**config.mk**
```make
export PLATFORM = sky130hd
export DESIGN_NAME = irq_sched
export DESIGN_NICKNAME = d
export VERILOG_FILES = /design/src/rtl/cpu_pkg.sv /design/src/rtl/irq_prio_enc.sv /design/src/rtl/irq_sched.sv
export SDC_FILE = /design/constraint.sdc
export NUM_CORES = 1
export LEC_CHECK = 0
export CAP_MARGIN = 5
export CORE_ASPECT_RATIO = 0.9
export CORE_UTILIZATION = 37
export DETAILED_ROUTE_END_ITERATION = 12
export MAX_ROUTING_LAYER = met4
export PLACE_DENSITY = 0.81
export SLEW_MARGIN = 20
export SYNTH_ARGS = -nofsm -noshare
export SYNTH_HDL_FRONTEND = slang
export SYNTH_SLANG_ARGS = --single-unit
```
**constraint.sdc**
```tcl
create_clock -name clk -period 3 [get_ports clk]
set_clock_uncertainty 0.2 [all_clocks]
set_input_delay 0.6 -clock clk [delete_from_list [all_inputs] [get_ports clk]]
set_output_delay 0.6 -clock clk [all_outputs]
set_load 0.02 [all_outputs]
```
**src/rtl/cpu_pkg.sv**
```systemverilog
// Shared definitions for the core's interrupt scheduler: bus map, state
// encoding and source limits.
package cpu_pkg;
    localparam int          MAX_SRC    = 8;
    localparam int          ID_W       = 3;
    localparam logic [31:0] IRQ_BASE   = 32'h4000_0020;
    localparam logic [31:0] OFF_IMASK  = 32'h0;
    localparam logic [31:0] OFF_IPEND  = 32'h4;
    localparam logic [31:0] OFF_ICAUSE = 32'h8;

    typedef enum logic [1:0] {
        IDLE    = 2'd0,
        ISSUE   = 2'd1,
        SERVICE = 2'd2
    } irq_state_e;
endpackage

```
**src/rtl/irq_prio_enc.sv**
```systemverilog
// Lowest-index-wins priority encoder over the eligible interrupt vector.
module irq_prio_enc
    import cpu_pkg::*;
#(
    parameter int N = 4
) (
    input  logic [N-1:0]    i_eligible,
    output logic            o_found,
    output logic [ID_W-1:0] o_id
);

    // Scanning downwards lets the lowest set index overwrite any higher one.
    always_comb begin
        o_found = 1'b0;
        o_id    = '0;
        for (int i = N - 1; i >= 0; i--) begin
            if (i_eligible[i]) begin
                o_found = 1'b1;
                o_id    = ID_W'(i);
            end
        end
    end

endmodule

```
**src/rtl/irq_sched.sv**
```systemverilog
// Interrupt scheduler: edge-latched requests, mask/pending/cause registers,
// single-cycle IRQ pulse to the decoder and handler tracking until return.
module irq_sched
    import cpu_pkg::*;
#(
    parameter int          N_SRC       = 4,
    parameter int          ACK_TIMEOUT = 8,
    parameter logic [31:0] BASE        = IRQ_BASE
) (
    input  logic             clk,
    input  logic             reset,
    input  logic [N_SRC-1:0] src_req,
    input  logic             kernel_mode,
    input  logic             pipe_ready,
    input  logic             bus_wr,
    input  logic [31:0]      bus_addr,
    input  logic [31:0]      bus_wdata,
    output logic [31:0]      bus_rdata,
    output logic             irq,
    output logic             irq_busy
);

    localparam logic [7:0] CNT_LAST = 8'(ACK_TIMEOUT - 1);

    irq_state_e       r_state;
    irq_state_e       w_next;
    logic [N_SRC-1:0] r_src_prev;
    logic [N_SRC-1:0] r_imask;
    logic [N_SRC-1:0] r_ipend;
    logic [ID_W-1:0]  r_cause_id;
    logic             r_cause_valid;
    logic [7:0]       r_cnt;
    logic             r_seen_k;

    logic [N_SRC-1:0] w_rise;
    logic [N_SRC-1:0] w_eligible;
    logic [N_SRC-1:0] w_cause_oh;
    logic [N_SRC-1:0] w_set;
    logic [N_SRC-1:0] w_clr;
    logic             w_found;
    logic [ID_W-1:0]  w_win_id;
    logic             w_wr_mask;
    logic             w_wr_pend;
    logic             w_take;
    logic             w_ret;
    logic             w_timeout;
    logic             w_unused;

    assign w_rise     = src_req & ~r_src_prev;
    assign w_eligible = r_ipend & r_imask;
    assign w_wr_mask  = bus_wr && (bus_addr == BASE + OFF_IMASK);
    assign w_wr_pend  = bus_wr && (bus_addr == BASE + OFF_IPEND);
    assign w_unused   = ^bus_wdata[31:N_SRC];

    irq_prio_enc #(.N(N_SRC)) u_prio_enc (
        .i_eligible (w_eligible),
        .o_found    (w_found),
        .o_id       (w_win_id)
    );

    // Handshake: irq is a one-cycle pulse with no back-pressure. It is only
    // offered in a cycle where pipe_ready=1 and kernel_mode=0; the decoder is
    // then obliged to take it, and acceptance is observed as kernel_mode rising.
    assign w_take    = (r_state == IDLE) && w_found && !kernel_mode && pipe_ready;
    assign w_ret     = (r_state == SERVICE) && r_seen_k && !kernel_mode;
    assign w_timeout = (r_state == SERVICE) && !r_seen_k && (r_cnt == CNT_LAST);

    always_comb begin
        w_cause_oh = '0;
        for (int i = 0; i < N_SRC; i++) begin
            w_cause_oh[i] = (r_cause_id == ID_W'(i));
        end
    end

    // Sets (new edges, flushed-IRQ re-pend) are ORed in last so they beat W1C.
    assign w_clr = (w_wr_pend ? bus_wdata[N_SRC-1:0] : '0)
                 | ((r_state == ISSUE) ? w_cause_oh : '0);
    assign w_set = w_rise | (w_timeout ? w_cause_oh : '0);

    always_ff @(posedge clk or negedge reset) begin
        if (!reset) begin
            r_state <= IDLE;
        end else begin
            r_state <= w_next;
        end
    end

    always_comb begin
        w_next = r_state;
        case (r_state)
            IDLE:    if (w_take) w_next = ISSUE;
            ISSUE:   w_next = SERVICE;
            SERVICE: if (w_ret || w_timeout) w_next = IDLE;
            default: w_next = IDLE;
        endcase
    end

    always_comb begin
        irq      = (r_state == ISSUE);
        irq_busy = (r_state == ISSUE) || (r_state == SERVICE);
    end

    always_ff @(posedge clk or negedge reset) begin
        if (!reset) begin
            r_src_prev    <= '0;
            r_imask       <= '0;
            r_ipend       <= '0;
            r_cause_id    <= '0;
            r_cause_valid <= 1'b0;
            r_cnt         <= '0;
            r_seen_k      <= 1'b0;
        end else begin
            r_src_prev <= src_req;
            r_ipend    <= (r_ipend & ~w_clr) | w_set;
            if (w_wr_mask) begin
                r_imask <= bus_wdata[N_SRC-1:0];
            end
            if (w_take) begin
                r_cause_id    <= w_win_id;
                r_cause_valid <= 1'b1;
            end else if (w_ret || w_timeout) begin
                r_cause_valid <= 1'b0;
            end
            if (r_state == ISSUE) begin
                r_cnt    <= '0;
                r_seen_k <= 1'b0;
            end else if (r_state == SERVICE) begin
                if (kernel_mode) r_seen_k <= 1'b1;
                if (r_cnt != 8'hFF) r_cnt <= r_cnt + 8'd1;
            end
        end
    end

    always_comb begin
        bus_rdata = '0;
        if (bus_addr == BASE + OFF_IMASK) begin
            bus_rdata[N_SRC-1:0] = r_imask;
        end else if (bus_addr == BASE + OFF_IPEND) begin
            bus_rdata[N_SRC-1:0] = r_ipend;
        end else if (bus_addr == BASE + OFF_ICAUSE) begin
            bus_rdata = {r_cause_valid, 23'b0, 8'(r_cause_id)};
        end
    end

endmodule

```
==> flow_summary.toml <==
[placed_design]
port_buffers = 51
preCtsSetupSlack_ps = -471.1
place_congestion = 0.8476
hpwl_mm = 2.855

[setup_path]
end_kind = "output pin"
critical_path_class = "in -> out"
reg2regPathDepth = 6
startpoint_type = "primary input"
reg2reg_slack_ps = 340
cp.arrival_ps = 2130
worst_setup_path_endpoint = "bus_rdata[3]"
cp-startpoint = "bus_addr[0]"
cp_max_fo = 5
critical_path_required_ps = 2200
rr_startpoint = "r_state[0]$_DFFE_PN0P_"
r2r_end = "r_state[0]$_DFFE_PN0P_"

[global_route]
grt_pass1_wl_mm = 5.699
grt_pass1_vias = 1250
globalRouteOverflowTotal = 0
grt.total_usage_pct = 15.88
antenna_found_initial = 0
grt_max_degree = 27

[yosys]
synth-seq-cells = 26
synth_enable_flop_cells = 0
yosysTopAreaCell = "dfrtp_1"
syn_area_um2 = 1713
synth_area_leaders = "dfrtp_1, buf_4, ha_1"
yosysUniqueCellTypes = 50
synth_xor_area_share_pct = 1.023
synth_cells = 181
synth.avg_cell_area_um2 = 9.463
synth_top_area_share_pct = 37.98
yosysWarnings = 0
synthAdderAreaFrac_pct = 3.652
synth_simple_gate_area_share_pct = 19.43
synth_compound_area_share_pct = 15.63
dominantRegCellSynth = "dfrtp_1"
synth_top_family_by_area = "simple AND/OR/NAND/NOR gates"
yosys-mux-area-fraction_pct = 6.866
async_reset_ff_share_pct = 100.0
synth_seq_area_share_pct = 37.98

[drt]
drc_errors = 0
via_count = 1461
route.met3.wl_um = 163
wl_met2_mm = 1.817
routedWlPerCell_um = 12.35
drt_wl_total_mm = 3.716
dr.pass1.iters = 4
antenna_left = 0
wl_met1_mm = 1.680
top_layer = "met4"
drt-vias-per-instance = 4.854
drt-initial-drc-count = 125

[power_and_ir_drop]
p_int_w = 0.0007705
clockPowerShare_pct = 18.2
leakage_nw = 1.006
p_comb_share_pct = 44.0
powerDensity_nw_per_um2 = 536.5
switching_share_pct = 38.09
ir_drop_uv = 385.7
p_seq_share_pct = 37.8
switchingPower_w = 0.0004741
power_w = 0.001245

[timing]
fmax_mhz = 341.5
holdWs_ps = 344.3
hold_viol = 0
slew_viol_final = 0
setup_violations = 0
final.setup.worst_slack_ps = 71.57
fin_crit_sh_pct = 97.61
post-route-min-period_ps = 2928

[layout]
nNetsFinal = 318
final_common_cell = "clkdlybuf4s50_1"
final_cell_mix = "clkdlybuf4s50_1, conb_1, dfrtp_1"
area_growth_pct = 35.43
drive_above_1_share_pct = 13.39
post-route-util_pct = 52.01
seq_area_um2 = 650.6
multi_input_area_um2 = 949.7
antenna_cells = 0
nFillCells = 416

[cts]
post-cts-setup-buffers = 0
clockBufferDepth = 2
root_buffer = "clkbuf_8"
numCtsBuffers = 3
clk_pin_slew_ps = 80
cts_tree = "yes"
cts_sinks = 26
clock_latency_ps = 270
htreeDepth = 1

[floorplan]
rows = 23
die_height_um = 66.55
num_io_pins = 107
die_area_um2 = 4906
start_util_pct = 38.40
die_w_um = 73.72
core_area_um2 = 4461

[worst_hold_path]
hold_path.class = "reg -> reg"

[status]
status = "finished clean"

[job]
drv_cap = 0
critical path: stages:
cell	delay, ps
clkdlybuf4s50_1	420
nor4b_2	290
nand4_1	160
or2_4	310
nor3_2	160
buf_2	190
cell usage after synthesis (4+ instances only):
master    number
buf_4         27
inv_1         11
nand2_1        7
o211ai_1       4
nor4_1         9
a21oi_1       11
nand2b_1       5
dfrtp_1       26
ha_1           5
o21ai_0        5
nor2_1         8
mux2_1         5
mux2i_1        5
per-layer routing:
| metal | track usage (%) | vias to the layer above |
|---|---|---|
| li1 | - | 718 |
| met1 | 20.34 | 704 |
| met2 | 24.20 | 35 |
| met3 | 3.631 | 4 |
| met4 | 6.490 | 0 |
| met5 | - | - |
power by group through the flow:
| stage | sequential [W] | clock, W | combinational [W] |
|---|---|---|---|
| 2_1_floorplan | 0.000461 | 0 | 0.000385 |
| 3_3_place_gp | 0.000472 | 0 | 0.000529 |
| 3_5_place_dp | 0.000476 | 0 | 0.000542 |
| 4_1_cts | 0.000468 | 0.000236 | 0.000546 |
| 5_1_grt | 0.000481 | 0.000254 | 0.000614 |
| 6_report | 0.000470 | 0.000227 | 0.000548 |
timing repair:
action,in CTS,in global routing
endpoints found under the setup margin,5,5
gates resized for setup,22,9
pin swaps,1,3
hold buffers,0,0
logic make-up (layout without fill, tap and decap cells):
family | count (synthesis) | count (layout)
XOR/XNOR | 2 | 2
AO/OA/AOI/OAI | 39 | 39
multiplexers | 11 | 11
AND/OR/NAND/NOR | 55 | 55
flip-flops | 26 | 26
adder cells (fa/ha/maj) | 5 | 5
buffers and inverters | 42 | 74
other | 1 | 27
registers in the layout, summed over array words and instances, names as in the netlist:
register	count
r_state	2
r_seen_k	1
r_src_prev	4
r_ipend	4
r_cause_valid	1
r_cnt	8
r_cause_id	2
r_imask	4
metrics by stage:
stage | TNS (ps) | cells | cell area, um2
final | 0 | 301 | 2320
after global routing | -18.53 | 301 | 2320
after CTS | 0 | 301 | 2291
after detailed placement | -2053 | 297 | 2240
after global placement | -1926 | 297 | 2240
after floorplan | 0 | 207 | 1810
worst min path at each step:
stage                                  from                   endpoint  slack (ps)  cells after the start
floorplan                             reset  r_cause_id[0]$_DFFE_PN0P_         100                      0
global placement     r_state[0]$_DFFE_PN0P_     r_state[0]$_DFFE_PN0P_         300                      1
detailed placement   r_state[0]$_DFFE_PN0P_     r_state[0]$_DFFE_PN0P_         310                      1
CTS                  r_state[0]$_DFFE_PN0P_     r_state[0]$_DFFE_PN0P_         330                      1
global route        r_src_prev[3]$_DFF_PN0_       r_ipend[3]$_DFF_PN0_         370                      2
finish              r_src_prev[3]$_DFF_PN0_       r_ipend[3]$_DFF_PN0_         340                      2
cell type report:
cell class / instances / area share (%)
clock buffer: 4 / 2.373
inverter: 11 / 1.780
multi-input combinational: 139 / 40.94
sequential: 26 / 28.05
tap: 62 / 3.344
timing repair buffer: 59 / 23.52
Power figures use the tool's default switching activity.
